## config.mk

```make
export PLATFORM = sky130hd
export DESIGN_NAME = seq_mult_unit
export DESIGN_NICKNAME = d
export VERILOG_FILES = /design/src/rtl/seq_mult_unit.sv
export SDC_FILE = /design/constraint.sdc
export NUM_CORES = 1
export LEC_CHECK = 0
export ABC_AREA = 1
export ABC_CLOCK_PERIOD_IN_PS = 4300
export CORE_ASPECT_RATIO = 0.7
export CORE_MARGIN = 8
export CORE_UTILIZATION = 59
export DETAILED_ROUTE_END_ITERATION = 8
export PLACE_DENSITY = 0.85
export SYNTH_ARGS = -nofsm -noshare
export SYNTH_HDL_FRONTEND = slang
export SYNTH_SLANG_ARGS = --single-unit
export TNS_END_PERCENT = 10
```

## constraint.sdc

```tcl
create_clock -name clk -period 4.3 [get_ports clk]
set_input_delay 1.29 -clock clk [delete_from_list [all_inputs] [get_ports clk]]
set_output_delay 1.29 -clock clk [all_outputs]
set_load 0.05 [all_outputs]
```

## src/rtl/seq_mult_unit.sv

```systemverilog
// Sequential shift-and-add multiplier, unsigned or two's-complement signed,
// one multiplier bit per clock with a start/busy/done handshake.
module seq_mult_unit #(
  parameter int unsigned WIDTH = 4
) (
  input  logic               clk,
  input  logic               rst_n,
  input  logic               start,
  input  logic               signed_mode,
  input  logic [WIDTH-1:0]   a,
  input  logic [WIDTH-1:0]   b,
  output logic               busy,
  output logic               done,
  output logic [2*WIDTH-1:0] product
);

  localparam int unsigned PW = 2 * WIDTH;
  localparam int unsigned CW = $clog2(WIDTH + 1);

  typedef enum logic [1:0] {IDLE, RUN, DONE} state_e;

  state_e            state_q, state_d;
  logic [WIDTH-1:0]  mcand_q, mcand_d;
  logic [WIDTH-1:0]  mplier_q, mplier_d;
  logic [PW:0]       acc_q, acc_d;
  logic [CW-1:0]     cnt_q, cnt_d;
  logic              neg_q, neg_d;
  logic              done_q, done_d;
  logic [PW-1:0]     product_q, product_d;

  logic [WIDTH-1:0]  a_mag, b_mag;
  logic [WIDTH:0]    sum;

  // Magnitudes; the most-negative value maps to 2^(WIDTH-1), which fits exactly
  always_comb begin
    a_mag = (signed_mode && a[WIDTH-1]) ? (~a + WIDTH'(1'b1)) : a;
    b_mag = (signed_mode && b[WIDTH-1]) ? (~b + WIDTH'(1'b1)) : b;
    sum   = acc_q[PW:WIDTH] + (mplier_q[0] ? {1'b0, mcand_q} : '0);
  end

  // Next-state and datapath
  always_comb begin
    state_d   = state_q;
    mcand_d   = mcand_q;
    mplier_d  = mplier_q;
    acc_d     = acc_q;
    cnt_d     = cnt_q;
    neg_d     = neg_q;
    done_d    = 1'b0;
    product_d = product_q;
    case (state_q)
      IDLE, DONE: begin
        if (start) begin
          state_d  = RUN;
          mcand_d  = a_mag;
          mplier_d = b_mag;
          neg_d    = signed_mode & (a[WIDTH-1] ^ b[WIDTH-1]);
          acc_d    = '0;
          cnt_d    = CW'(WIDTH);
        end else begin
          state_d  = IDLE;
        end
      end
      RUN: begin
        if (cnt_q == '0) begin
          state_d   = DONE;
          done_d    = 1'b1;
          product_d = neg_q ? (~acc_q[PW-1:0] + PW'(1'b1)) : acc_q[PW-1:0];
        end else begin
          acc_d    = {sum, acc_q[WIDTH-1:0]} >> 1;
          mplier_d = mplier_q >> 1;
          cnt_d    = cnt_q - CW'(1'b1);
        end
      end
      default: state_d = IDLE;
    endcase
  end

  always_ff @(posedge clk or negedge rst_n) begin
    if (!rst_n) begin
      state_q   <= IDLE;
      mcand_q   <= '0;
      mplier_q  <= '0;
      acc_q     <= '0;
      cnt_q     <= '0;
      neg_q     <= 1'b0;
      done_q    <= 1'b0;
      product_q <= '0;
    end else begin
      state_q   <= state_d;
      mcand_q   <= mcand_d;
      mplier_q  <= mplier_d;
      acc_q     <= acc_d;
      cnt_q     <= cnt_d;
      neg_q     <= neg_d;
      done_q    <= done_d;
      product_q <= product_d;
    end
  end

  assign busy    = (state_q == RUN);
  assign done    = done_q;
  assign product = product_q;

endmodule
```

* After elaboration in Yosys (flattened, before gate mapping)
Index checks and enable logic that the tools add are counted.
** Word-level totals
- Flip-flop bits (word level) :: 32
- Output and inout bits :: 10
- Logic and storage cells :: 50
- Input bits :: 12
** Operators by class
- Bitwise operators :: 5
- Add/subtract/negate cells :: 5
- Reduce and logical (&&, ||, !) cells :: 9
- Eq/ne operators :: 5
- Mux-type cells :: 18
** Operator list (number)
- 4-bit two-way mux :: 5
- 9-bit two-way mux :: 2
- 9-bit case mux with 2 select lines :: 1
- 4-bit by 1-bit adder with 4-bit output (second input constant) :: 2
- 8-bit by 1-bit adder with 8-bit output (second input constant) :: 1
- 8-bit two-way mux :: 1
- 4-bit NOT :: 2
- 8-bit NOT :: 1
- 4-bit case mux with 2 select lines :: 1
- 3-bit two-way mux :: 2
- 3-bit case mux with 2 select lines :: 1
- 5-bit by 4-bit adder with 5-bit output :: 1
- 2-bit inequality test (second input constant) :: 2
- 2-bit case mux with 2 select lines :: 1
- 2-bit AND reduction :: 2
- 3-bit zero test :: 1
- 1-bit two-way mux :: 3
- 3-bit AND reduction :: 1
- 3-bit by 1-bit subtractor with 3-bit output (second input constant) :: 1
- 2-bit by 1-bit equality test with 1-bit output (second input constant) :: 1
- 2-bit equality test (second input constant) :: 1
- 1-bit logical AND :: 2
- 2-bit zero test :: 1
- 2-bit two-way mux :: 1
- 5 further kinds :: 5

* Longest topological paths before layout
Gate-level depths: netlist of the first run.
- Word-level depth :: 5
- Mapped depth :: 10
- Gate-level depth less buffers :: 10

* Worst setup path after synthesis of the first run
OpenSTA, ideal clock, no wires.
- Kind :: reg-to-output
- Start :: register state_q[0]
- End :: output port busy
- Buffers on the path :: 0
- Arrival time :: 0.707 ns
- Path slack :: 2.303 ns
- Data required time :: 3.010 ns
- Stages on the path, launching flop included :: 3
- Cell sequence :: dfrtp_1 -> inv_2 -> nor2_8
** On the way
- Longest elaborated chain between the ends :: 1
** Ends and longest elaborated chain
- start: declaration :: line 22 : state_e state_q, state_d;
- start signal: assignment :: line 90 : state_q <= state_d;
- 2-bit by 1-bit equality test with 1-bit output :: line 101 : assign busy = (state_q == RUN);
- end: declaration :: line 12 : output logic busy,
Every way passes these cells.

* Worst setup path in the final report of the first run
Same ends and word-level chain as after synthesis.

==> results of run 1 <==
## through the flow
step	worst slack (ns)	utilization [%]	cell area (um^2)
after floorplan	2.30	-	1740
after global placement	1.57	70.7	1980
after detailed placement	1.56	70.7	1980
after CTS	1.25	73.3	2050
after global routing	1.22	73.3	2050
final	1.27	73.3	2050
## cells by family (layout without fill, tap and decap cells)
kind of cell / count (synthesis) / in the layout / share of synthesized area [%]
AOI/OAI and AO/OA: 30 / 30 / 9.25
xor gates and xnor gates: 3 / 3 / 1.51
adders and majority gates: 10 / 10 / 7.60
buffers and inverters: 34 / 59 / 8.39
DFF: 31 / 31 / 44.5
and+or+nand+nor: 104 / 104 / 28.8
## synthesized netlist by cell type (all sizes together)
master | instances | share of area (%)
a21oi | 3 | 0.86
a31oi | 1 | 0.36
buf | 3 | 1.4
dfrtp | 31 | 44
fa | 1 | 1.1
ha | 9 | 6.5
inv | 31 | 7.0
nand2 | 67 | 17
nand3 | 22 | 6.3
nor2 | 13 | 5.1
nor3 | 2 | 0.57
o211ai | 2 | 0.86
o21ai | 21 | 6.0
o22ai | 2 | 0.72
o31ai | 1 | 0.43
xnor2 | 2 | 1.0
xor2 | 1 | 0.50
## power by group through the flow
stage	Sequential [uW]	Clock, uW	Combinational, uW
after floorplan	580	0	504
after global placement	493	0	756
after detailed placement	497	0	775
after CTS	495	210	785
after global routing	512	227	864
final	495	207	781
## flip-flops by register name (all words and copies together) (netlist names)
register  count
neg_q         1
cnt_q         3
acc_q         8
product       8
mcand_q       4
state_q       2
mplier_q      4
done          1
## metal layers
metal / up-vias / part of all wire [%] / GRT usage (%)
met3: 6 / 5.7 / 4.08
li1: 728 / - / -
met1: 646 / 49 / 20.9
met5: - / 0 / 0
met4: 0 / 1.3 / 7.09
met2: 32 / 44 / 25.5
## final cells by class
| type | instances | area share (%) |
|---|---|---|
| multi-input cells | 147 | 40.0 |
| flip-flops and latches | 31 | 37.8 |
| repair buffers | 22 | 10.6 |
| inverters | 31 | 5.91 |
| clock buffers | 6 | 3.53 |
| well taps | 36 | 2.19 |
## how the worst max path moves through the flow
stage,from,end,slack (ns),cells after the start
6_report,state_q[0]$_DFFE_PN0P_,busy,1.27,3
5_1_grt,state_q[0]$_DFFE_PN0P_,busy,1.22,3
4_1_cts,state_q[0]$_DFFE_PN0P_,busy,1.25,3
3_5_place_dp,state_q[0]$_DFFE_PN0P_,busy,1.56,3
3_3_place_gp,state_q[0]$_DFFE_PN0P_,busy,1.57,3
2_1_floorplan,state_q[0]$_DFFE_PN0P_,busy,2.30,2
## placed cells by master (no fill, tap or decap), types with 2 or more instances in the layout
master,count
nor3_1,2
clkdlybuf4s50_1,21
clkbuf_8,5
inv_2,2
inv_1,28
nand2_4,3
o21ai_0,18
a21oi_1,3
o22ai_1,2
nor2_8,2
nand2_1,62
xnor2_1,2
o21ai_1,3
nor2_1,10
nand3_1,22
ha_1,9
dfrtp_1,31
o211ai_1,2
## worst min-delay path, cell delays in order, from the launching register on
cell and delay [ns]:
dfrtp_1 0.34, nand2_1 0.05, nand2_1 0.06
==> out/metrics.cfg, run 1 <==
[run_status]
outcome=finished, final reports clean

[route]
drt_iter0_markers=88
drc=0
vias=1412
first_pass_iters=4
wl_per_cell_um=12.8
via_per_inst=5.17
drt_wl_total_mm=3.49
antenna_left=0

[yosys]
syn_area_per_cell_um2=8.23
syn_area_um2=1740
synth_nets=234
yosys_register_bits=31
yosys_warnings=0
synth_cell_type_count=26
ys_seq_area_share_pct=44.5
synth_cells=212

[final_layout]
fill_cells=213
multi_input_area_um2=822
final_nets=260
stdcell_count=273
layout-drive-gt1-share_pct=7.17
regArea_um2=776
antenna_cells=0
area_growth_pct=17.8

[setup_path]
slowest_stage=clkdlybuf4s50_1
end_kind=output port
path_cells=inv_2 -> nor2_8 -> clkdlybuf4s50_1
max_stage_delay_ns=0.82
cp.required_ns=3.01
arrival_ns=1.74
startpoint_type=flop
r2r_cells=9
worstSetupPathType=flop to output port
r2r-end=acc_q[5]$_DFFE_PN0P_
reg2reg_slack_ns=2.74
critPathBufInv=2
path_delay_family=buffers and inverters
regToRegStartpoint=mplier_q[0]$_DFFE_PN0P_
cp_max_fo=7

[sta]
rsz0062_at_grt=false
tightest_slew_ns=0.498
finalSetupViolations=0
tns_ns=0
slew_headroom_pct=66.7
fin_hold_ws_ns=0.478
max_freq_mhz=330
hold_viol=0
period_share_pct=70.4
post-route-min-period_ns=3.03
finalMaxSlewViolations=0
final.setup_skew_ns=0.00418

[pwr]
p_total_uw=1480
vdd_drop_max_mv=0.548
p_leak_uw=0.00108
p_int_uw=772
p_sw_share_pct=47.9
power_density_nw_per_um2=722
p_sw_uw=710
pwr-share-comb_pct=52.6
sequentialPowerShare_pct=33.4
pwr-share-clk_pct=14.0

[hold_path]
hold_path_depth=2
min-delay-start=mplier_q[2]$_DFFE_PN0P_
hold_class=flop to flop
whs_endpoint=mplier_q[2]$_DFFE_PN0P_

[place]
port_buffers=21
gp_congestion=0.860
dp_hpwl_mm=2.62
placedCellCount=267

[clocking]
cts.sinks=31
hold_buffers=0
clk_latency_ns=0.28
cts.repair.resized=0
htreeDepth=2
clk_pin_slew_ns=0.06
numCtsBuffers=5
clk_path_buf_depth=2
cts_tree=done
post-cts-setup-buffers=0
cts_root_buf=clkbuf_8

[floorplan]
start_util_pct=62.2
dieWidth_um=81.0
core_area_um2=2800
dieArea_um2=4980
num_rows=16
io-pin-count=22
die_h_um=61.5

[job]
maxCapViolations=0

[global_routing]
grt_antenna_before_repair=0
grt_max_degree=32
grtUsageTotal_pct=16.3
grt_pass1_vias=1383
grt_pass1_wl_mm=6.18
grt_overflow=0

Note: power is estimated with default switching activity, not from simulation.
==> run 2, diff against run 1 <==
Settings changed: ABC_CLOCK_PERIOD_IN_PS 4300 to 2900, CORE_UTILIZATION 59 to 55, PLACE_DENSITY 0.85 to 0.8.
Clock period 4.3 ns to 2.9 ns, I/O delays scaled along.
==> run 2 against run 1 <==
Compared with the run above: setup slack worse by 0.98 ns; combinational power up 46%; clock-buffer cell count stayed put; via count shrank 3.5%; sequential power grew 47%; utilization fell by 6.6 points; sequential share of layout area about the same; final cell count rose by 0.73%; register-to-register slack worse by 1.5 ns; first-iteration DRC count is 40% lower; power rose by 47%; routed wire length down 4.1%; critical path type unchanged.
==> out/metrics.cfg, run 2 (synthesized netlist as in run 1, its figures left out) <==
[sta]
rsz0062_at_grt=false
finalMaxSlewViolations=0
tightest_slew_ns=0.504
finalSetupViolations=0
max_freq_mhz=384
tns_ns=0
hold_viol=0
period_share_pct=89.9
post-route-min-period_ns=2.61
final.setup_skew_ns=0.00312
slew_headroom_pct=66.3

[clocking]
post-cts-setup-buffers=0
clk_pin_slew_ns=0.06
hold_buffers=0
clk_path_buf_depth=2
cts_tree=done
numCtsBuffers=5
clk_latency_ns=0.28
cts.repair.resized=0
htreeDepth=2
cts.sinks=31
cts_root_buf=clkbuf_8

[job]
maxCapViolations=0

[setup_path]
max_stage_delay_ns=0.83
startpoint_type=flop
worstSetupPathType=flop to output port
cp.required_ns=2.03
cp_max_fo=7
end_kind=output port
path_cells=inv_2 -> nor2_8 -> clkdlybuf4s50_1
reg2reg_slack_ns=1.28
arrival_ns=1.74
slowest_stage=clkdlybuf4s50_1

[final_layout]
antenna_cells=0
fill_cells=273
layout_common_cells=nand2_1, dfrtp_1, inv_1
layout-drive-gt1-share_pct=7.17
final_nets=260
fin_util_pct=66.7
multi_input_area_um2=822
regArea_um2=776
layout_commonest_cell=nand2_1
area_growth_pct=17.9

[global_routing]
grtUsageTotal_pct=13.8
busiest_layer=met2
use_met1_pct=18.2
grt_max_degree=32
grt_antenna_before_repair=0
grt_overflow=0
grt_pass1_wl_mm=5.91
met3_usage_pct=5.39
grt_pass1_vias=1348
grt_use_met2_pct=19.0

[route]
drc=0
via_per_inst=4.96
vias=1363
drt_wl_total_mm=3.34
first_pass_iters=4
antenna_left=0
drt_iter0_markers=53
wl_per_cell_um=12.2

[place]
gp_congestion=0.852
dp_hpwl_mm=2.56
port_buffers=21

[pwr]
vdd_drop_max_mv=0.624
p_leak_uw=0.00108
power_density_nw_per_um2=1060

[floorplan]
io-pin-count=22
die_h_um=63.1
num_rows=17
dieArea_um2=5260
start_util_pct=56.6
dieWidth_um=83.3
core_area_um2=3080

[run_status]
outcome=finished, final reports clean

[hold_path]
hold_class=flop to flop

-- run 2: worst max-delay path, delay by kind of cell, from the launching register on --
| kind | cells | cell delay (ns) |
|---|---|---|
| buffers and inverters | 2 | 0.93 |
| flip-flops | 1 | 0.39 |
| AND/OR/NAND/NOR | 1 | 0.14 |
-- run 2: metal layers --
metal	vias up	routed length [um]
met1	602	1750
met5	-	0
met2	23	1330
met3	8	197
met4	0	63
li1	730	-
-- run 2: stage by stage --
stage               instance area [um^2]  hold WS [ns]  total power (uW)  std cells  setup slack [ns]
floorplan                           1740         0.444              1610        212              1.32
global placement                    1980         0.458              1850        269             0.593
detailed placement                  1980         0.464              1890        269             0.582
CTS                                 2060         0.481              2200        275             0.271
global route                        2060         0.500              2360        275             0.226
finish                              2060         0.474              2180        275             0.293
-- run 2: final timing paths --
kind | endpoint | cells after the start | from
worst max-delay path | busy | 3 | state_q[0]$_DFFE_PN0P_
worst min-delay path | product[7]$_DFFE_PN0P_ | 2 | product[7]$_DFFE_PN0P_
worst max register to register | acc_q[5]$_DFFE_PN0P_ | 9 | mplier_q[0]$_DFFE_PN0P_
worst min register to register | product[7]$_DFFE_PN0P_ | 2 | product[7]$_DFFE_PN0P_
max in group asynchronous | mplier_q[2]$_DFFE_PN0P_ | 2 | rst_n
min in group asynchronous | mcand_q[2]$_DFFE_PN0P_ | 2 | rst_n
-- run 2: cell type report --
class                           instances  area share, %
Multi-Input combinational cell        147           40.0
Sequential cell                        31           37.7
Timing Repair Buffer                   22           10.6
Inverter                               31           5.90
Clock buffer                            6           3.53
Tap cell                               38           2.31
-- run 2: power breakdown --
part | total, uW | leakage [uW] | internal, uW | switching [uW]
sequential | 729 | 0.000404 | 601 | 128
clock | 306 | 0.0000371 | 159 | 147
combinational | 1140 | 0.000635 | 383 | 762
total | 2180 | 0.00108 | 1140 | 1040
==> run 3, diff against run 2 <==
Settings changed: ABC_CLOCK_PERIOD_IN_PS 2900 to 3000, CELL_PAD_IN_SITES_DETAIL_PLACEMENT from default to 0, CELL_PAD_IN_SITES_GLOBAL_PLACEMENT from default to 1, CORE_UTILIZATION 55 to 44, PLACE_DENSITY 0.8 to 0.85.
Clock period 2.9 ns to 3 ns, I/O delays scaled along.
==> run 3 against run 2 <==
Compared with the run above: critical path depth stayed put; largest power group unchanged; clock power is 18% higher; hold slack worse by 0.0016 ns; via count is 1.8% higher; clock-buffer cell count is 2 higher; clock skew is 0.0038 ns higher.
==> out/metrics.cfg, run 3 (synthesized netlist as in run 1, its figures left out) <==
[run_status]
outcome=finished, final reports clean

[final_layout]
layout_common_cells=nand2_1, dfrtp_1, inv_1
stdcell_count=291
layout-drive-gt1-share_pct=7.95
area_growth_pct=20.5
finish.instance_area_um2=2100
final_nets=260
antenna_cells=0
layout_commonest_cell=nand2_1
fill_cells=375

[hold_path]
hold_class=flop to flop
min-delay-start=product[1]$_DFFE_PN0P_

[global_routing]
grtUsageTotal_pct=12.5
met3_usage_pct=3.68
grt_pass1_vias=1359
grt_overflow=0
grt_use_met2_pct=17.7
use_met1_pct=17.3
grt_pass1_wl_mm=6.18
grt_max_degree=32
grt_antenna_before_repair=0
busiest_layer=met2

[route]
wl_per_cell_um=12.0
drt_iter0_markers=77
first_pass_iters=4
antenna_left=0
via_per_inst=4.77
drt_wl_total_mm=3.48
drc=0
vias=1388

[floorplan]
start_util_pct=45.3
dieArea_um2=6270
num_rows=19
io-pin-count=22
core_area_um2=3850
dieWidth_um=91.3
die_h_um=68.7

[setup_path]
end_kind=output port
startpoint_type=flop
cp_max_fo=7
arrival_ns=1.75
startpoint=state_q[0]$_DFFE_PN0P_
cp.required_ns=2.10
worstSetupPathType=flop to output port
regToRegStartpoint=mplier_q[0]$_DFFE_PN0P_

[clocking]
clk_pin_slew_ns=0.06
hold_buffers=0
clk_path_buf_depth=2
cts_tree=done
clk_latency_ns=0.29
cts.repair.resized=0
cts_root_buf=clkbuf_8
numCtsBuffers=5
post-cts-setup-buffers=0
htreeDepth=2
cts.sinks=31

[sta]
post-route-min-period_ns=2.65
final.setup_skew_ns=0.00691
tns_ns=0
rsz0062_at_grt=false
max_freq_mhz=377
slew_headroom_pct=66.7
hold_viol=0
finalSetupViolations=0
tightest_slew_ns=0.498
fin_hold_ws_ns=0.472
period_share_pct=88.4
finalMaxSlewViolations=0

[place]
gp_congestion=0.760
port_buffers=21
placedCellCount=283
placedInstanceArea_um2=2000
dp_hpwl_mm=2.63

[job]
maxCapViolations=0

[pwr]
power_density_nw_per_um2=1030
vdd_drop_max_mv=0.541
p_leak_uw=0.00109
p_total_uw=2170

run 3: cell count changes in the layout (fill, tap and decap cells not counted):
cell	change
clkbuf_8	+2
run 3: path summary, 6_finish.rpt:
check	to	slack [ns]	depth (start not counted)
max in group asynchronous	mplier_q[2]$_DFFE_PN0P_	1.70	2
min in group asynchronous	acc_q[7]$_DFFE_PN0P_	1.00	2
min reg2reg	product[1]$_DFFE_PN0P_	0.47	2
max	busy	0.35	3
min	product[1]$_DFFE_PN0P_	0.47	2
max reg2reg	acc_q[5]$_DFFE_PN0P_	1.44	9
run 3: stage by stage:
step	worst slack, ns	util [%]
final	0.348	54.6
after global routing	0.296	54.6
after CTS	0.328	54.6
after global placement	0.663	52.0
after floorplan	1.39	-
after detailed placement	0.642	52.0
run 3: routing by layer:
layer	up-vias	share of wire, %
li1	731	-
met1	625	55
met2	24	39
met3	8	4.2
met4	0	1.9
met5	-	0
run 3: layout make-up:
type | count | area [um^2] | share of cell area (%)
multi-input combinational | 147 | 822 | 39.1
sequential | 31 | 776 | 36.9
timing repair buffer | 22 | 218 | 10.4
inverter | 31 | 121 | 5.77
clock buffer | 8 | 100 | 4.76
tap | 52 | 65.1 | 3.10
run 3: critical path, cell delays in order (launching register included):
cell,delay [ns]
dfrtp_1,0.40
inv_2,0.10
nor2_8,0.15
clkdlybuf4s50_1,0.83
run 3: power breakdown:
part / total [uW] / switching, uW / internal (uW)
sequential: 705 / 123 / 581
clock: 360 / 151 / 209
combinational: 1110 / 736 / 370
total: 2170 / 1010 / 1160
==> patch: new RTL, config.mk and constraints of run 1 <==
The 3 states of `state_e` get a one-hot encoding in 3 bits.
--- a/src/rtl/seq_mult_unit.sv
+++ b/src/rtl/seq_mult_unit.sv
@@ -18,5 +18,5 @@
   localparam int unsigned CW = $clog2(WIDTH + 1);
 
-  typedef enum logic [1:0] {IDLE, RUN, DONE} state_e;
+  typedef enum logic [2:0] {IDLE = 3'b001, RUN = 3'b010, DONE = 3'b100} state_e;
 
   state_e            state_q, state_d;
Function: no difference found for any inputs over 10 cycles, from zero or initial values and one cycle with rst_n low; not proved beyond that.
==> patch against run 1 <==
- routed wire length is 1.7% lower
- critical path depth is 1 higher
- sequential cell count is 1 higher
- power is 10% lower
- count of clock-buffer cells in the layout stayed put
- non-clock buffer count stayed put
- cell area is 1.9% higher
- die area hardly changed
- combinational power is 28% lower
- setup slack worse by 0.028 ns
- cell count is 2.2% higher
- area after synthesis hardly changed
- fmax is 0.91% lower
==> patch: results (changes against run 1) <==
cp_max_fo: 8  # +1
antenna_found_initial: 0  # unchanged
insertion_delay_ns: 0.28  # about the same
yosys_warnings: 0  # unchanged
path_clk_slew_ns: 0.06  # about the same
cts_resized: 0  # unchanged
place_inst: 271  # +1.5%
clk_path_buf_depth: 2  # unchanged
finalNetCount: 264  # +1.5%
reg2reg_depth: 9  # unchanged
synth_nets: 238  # +1.7%
cts_made_buffers: 5  # unchanged
crit_path_start: "state_q[2]"
synth_area_per_cell_um2: 8.08  # -1.8%
status: "completed"
portBuffers: 21  # unchanged
drive_above_1_share_pct: 8.23  # +1.1 points
r2r-end: "mplier_q[1]"
post-cts-setup-buffers: 0  # unchanged
clock_skew_ns: 0.00307  # -0.00111 ns
n_antenna_cell: 0  # unchanged
post_drt_wl_per_cell_um: 12.3  # -3.9%
cp_slowest_stage_delay_ns: 0.80  # -0.02 ns
drtIter0Drc: 115  # +31%
synth_cell_type_count: 28  # +7.7%
cpLargestDelayFamily: "buffers and inverters"
htreeDepth: 2  # unchanged
synth_seq_area_share_pct: 45.9  # +1.5 points
r2r-start: "cnt_q[0]"
min_path_type: "flip-flop to flip-flop"
p_leak_nw: 1.10  # +2.5%
synth_area_leaders: "dfrtp_1, nand2_1, ha_1"
vias_per_cell: 5.14  # -0.70%
cts-root-buf: "clkbuf_8"
grt_usage_pct: 16.2  # -0.036 points
slowest_stage: "clkdlybuf4s50_1"
synth_commonest_cells: "nand2_1, dfrtp_1, inv_1"
synth.most_common_cell: "nand2_1"
dp_hpwl_um: 2530  # -3.5%
grt_max_degree: 33  # +3.1%
firstDrtPassIters: 4  # unchanged
crit_arrival_ns: 1.77  # +0.03 ns
crit_path_end: "busy"
vias: 1433  # +1.5%
r2r_setup_slack_ns: 2.66  # -0.08 ns
gp_congestion: 0.852  # -0.88%
synth-main-ff-cell: "dfrtp_1"
peakVddDrop_uv: 402  # -27%
async_flop_share_pct: 100  # unchanged
tightest_slew_ns: 0.513  # +0.0156 ns
grt_pass1_wl_um: 6150  # -0.57%
==> patch: through the flow <==
stage | worst slack (ns) | power (mW) | hold WS [ns] | area [µm²] | util, %
after floorplan | 2.26 | 0.903 | 0.442 | 1750 | -
after global placement | 1.55 | 1.04 | 0.457 | 1990 | 70.9
after detailed placement | 1.54 | 1.06 | 0.461 | 1990 | 70.9
after CTS | 1.23 | 1.34 | 0.476 | 2090 | 74.7
after global routing | 1.17 | 1.43 | 0.491 | 2090 | 74.7
final | 1.24 | 1.33 | 0.474 | 2090 | 74.7
==> patch: worst min path at each step <==
stage               cells past startpoint         from          end  slack [ns]
floorplan                               2  mplier_q[2]  mplier_q[2]        0.44
global placement                        2   product[1]   product[1]        0.46
detailed placement                      2   product[1]   product[1]        0.46
CTS                                     2   product[1]   product[1]        0.48
global route                            2   product[5]   product[5]        0.49
finish                                  2   product[1]   product[1]        0.47
==> patch: cell type report <==
class / instances / area [µm²]
clock buffer: 6 / 72.6
clock inverter: 2 / 35.0
fill: 223 / 708
inverter: 34 / 133
multi-input combinational: 147 / 790
sequential: 32 / 802
tap: 36 / 45.0
timing repair buffer: 22 / 218
==> patch: layer usage <==
| metal | global-route usage, % | part of all wire, % |
|---|---|---|
| met1 | 22.5 | 50 |
| met2 | 23.1 | 42 |
| met3 | 4.08 | 6.3 |
| met4 | 7.59 | 2.0 |
| met5 | 0 | 0 |
==> patch: kinds of logic (layout without fill, tap and decap cells) <==
group | after synthesis | count (layout) | share of synthesized area [%]
buf+inv | 37 | 64 | 8.82
flops | 32 | 32 | 45.9
simple gates | 104 | 104 | 26.2
compound gates | 29 | 29 | 9.39
fa+ha+maj | 10 | 10 | 7.60
xor+xnor | 4 | 4 | 2.01
==> patch: worst reg2reg max path, cell delays in order (launching register included) <==
cell and delay, ns:
dfrtp_1 0.33, inv_1 0.06, ha_1 0.19, ha_1 0.18
inv_1 0.16, nand2_4 0.13, nand2_4 0.20, inv_1 0.13
nand2_1 0.09, nand2_1 0.06
==> patch: where the power goes <==
group          leakage, nW  internal, mW  switching, mW
clock               0.0552         0.172          0.107
sequential           0.408         0.412         0.0791
combinational        0.640         0.191          0.374
total                 1.10         0.775          0.560
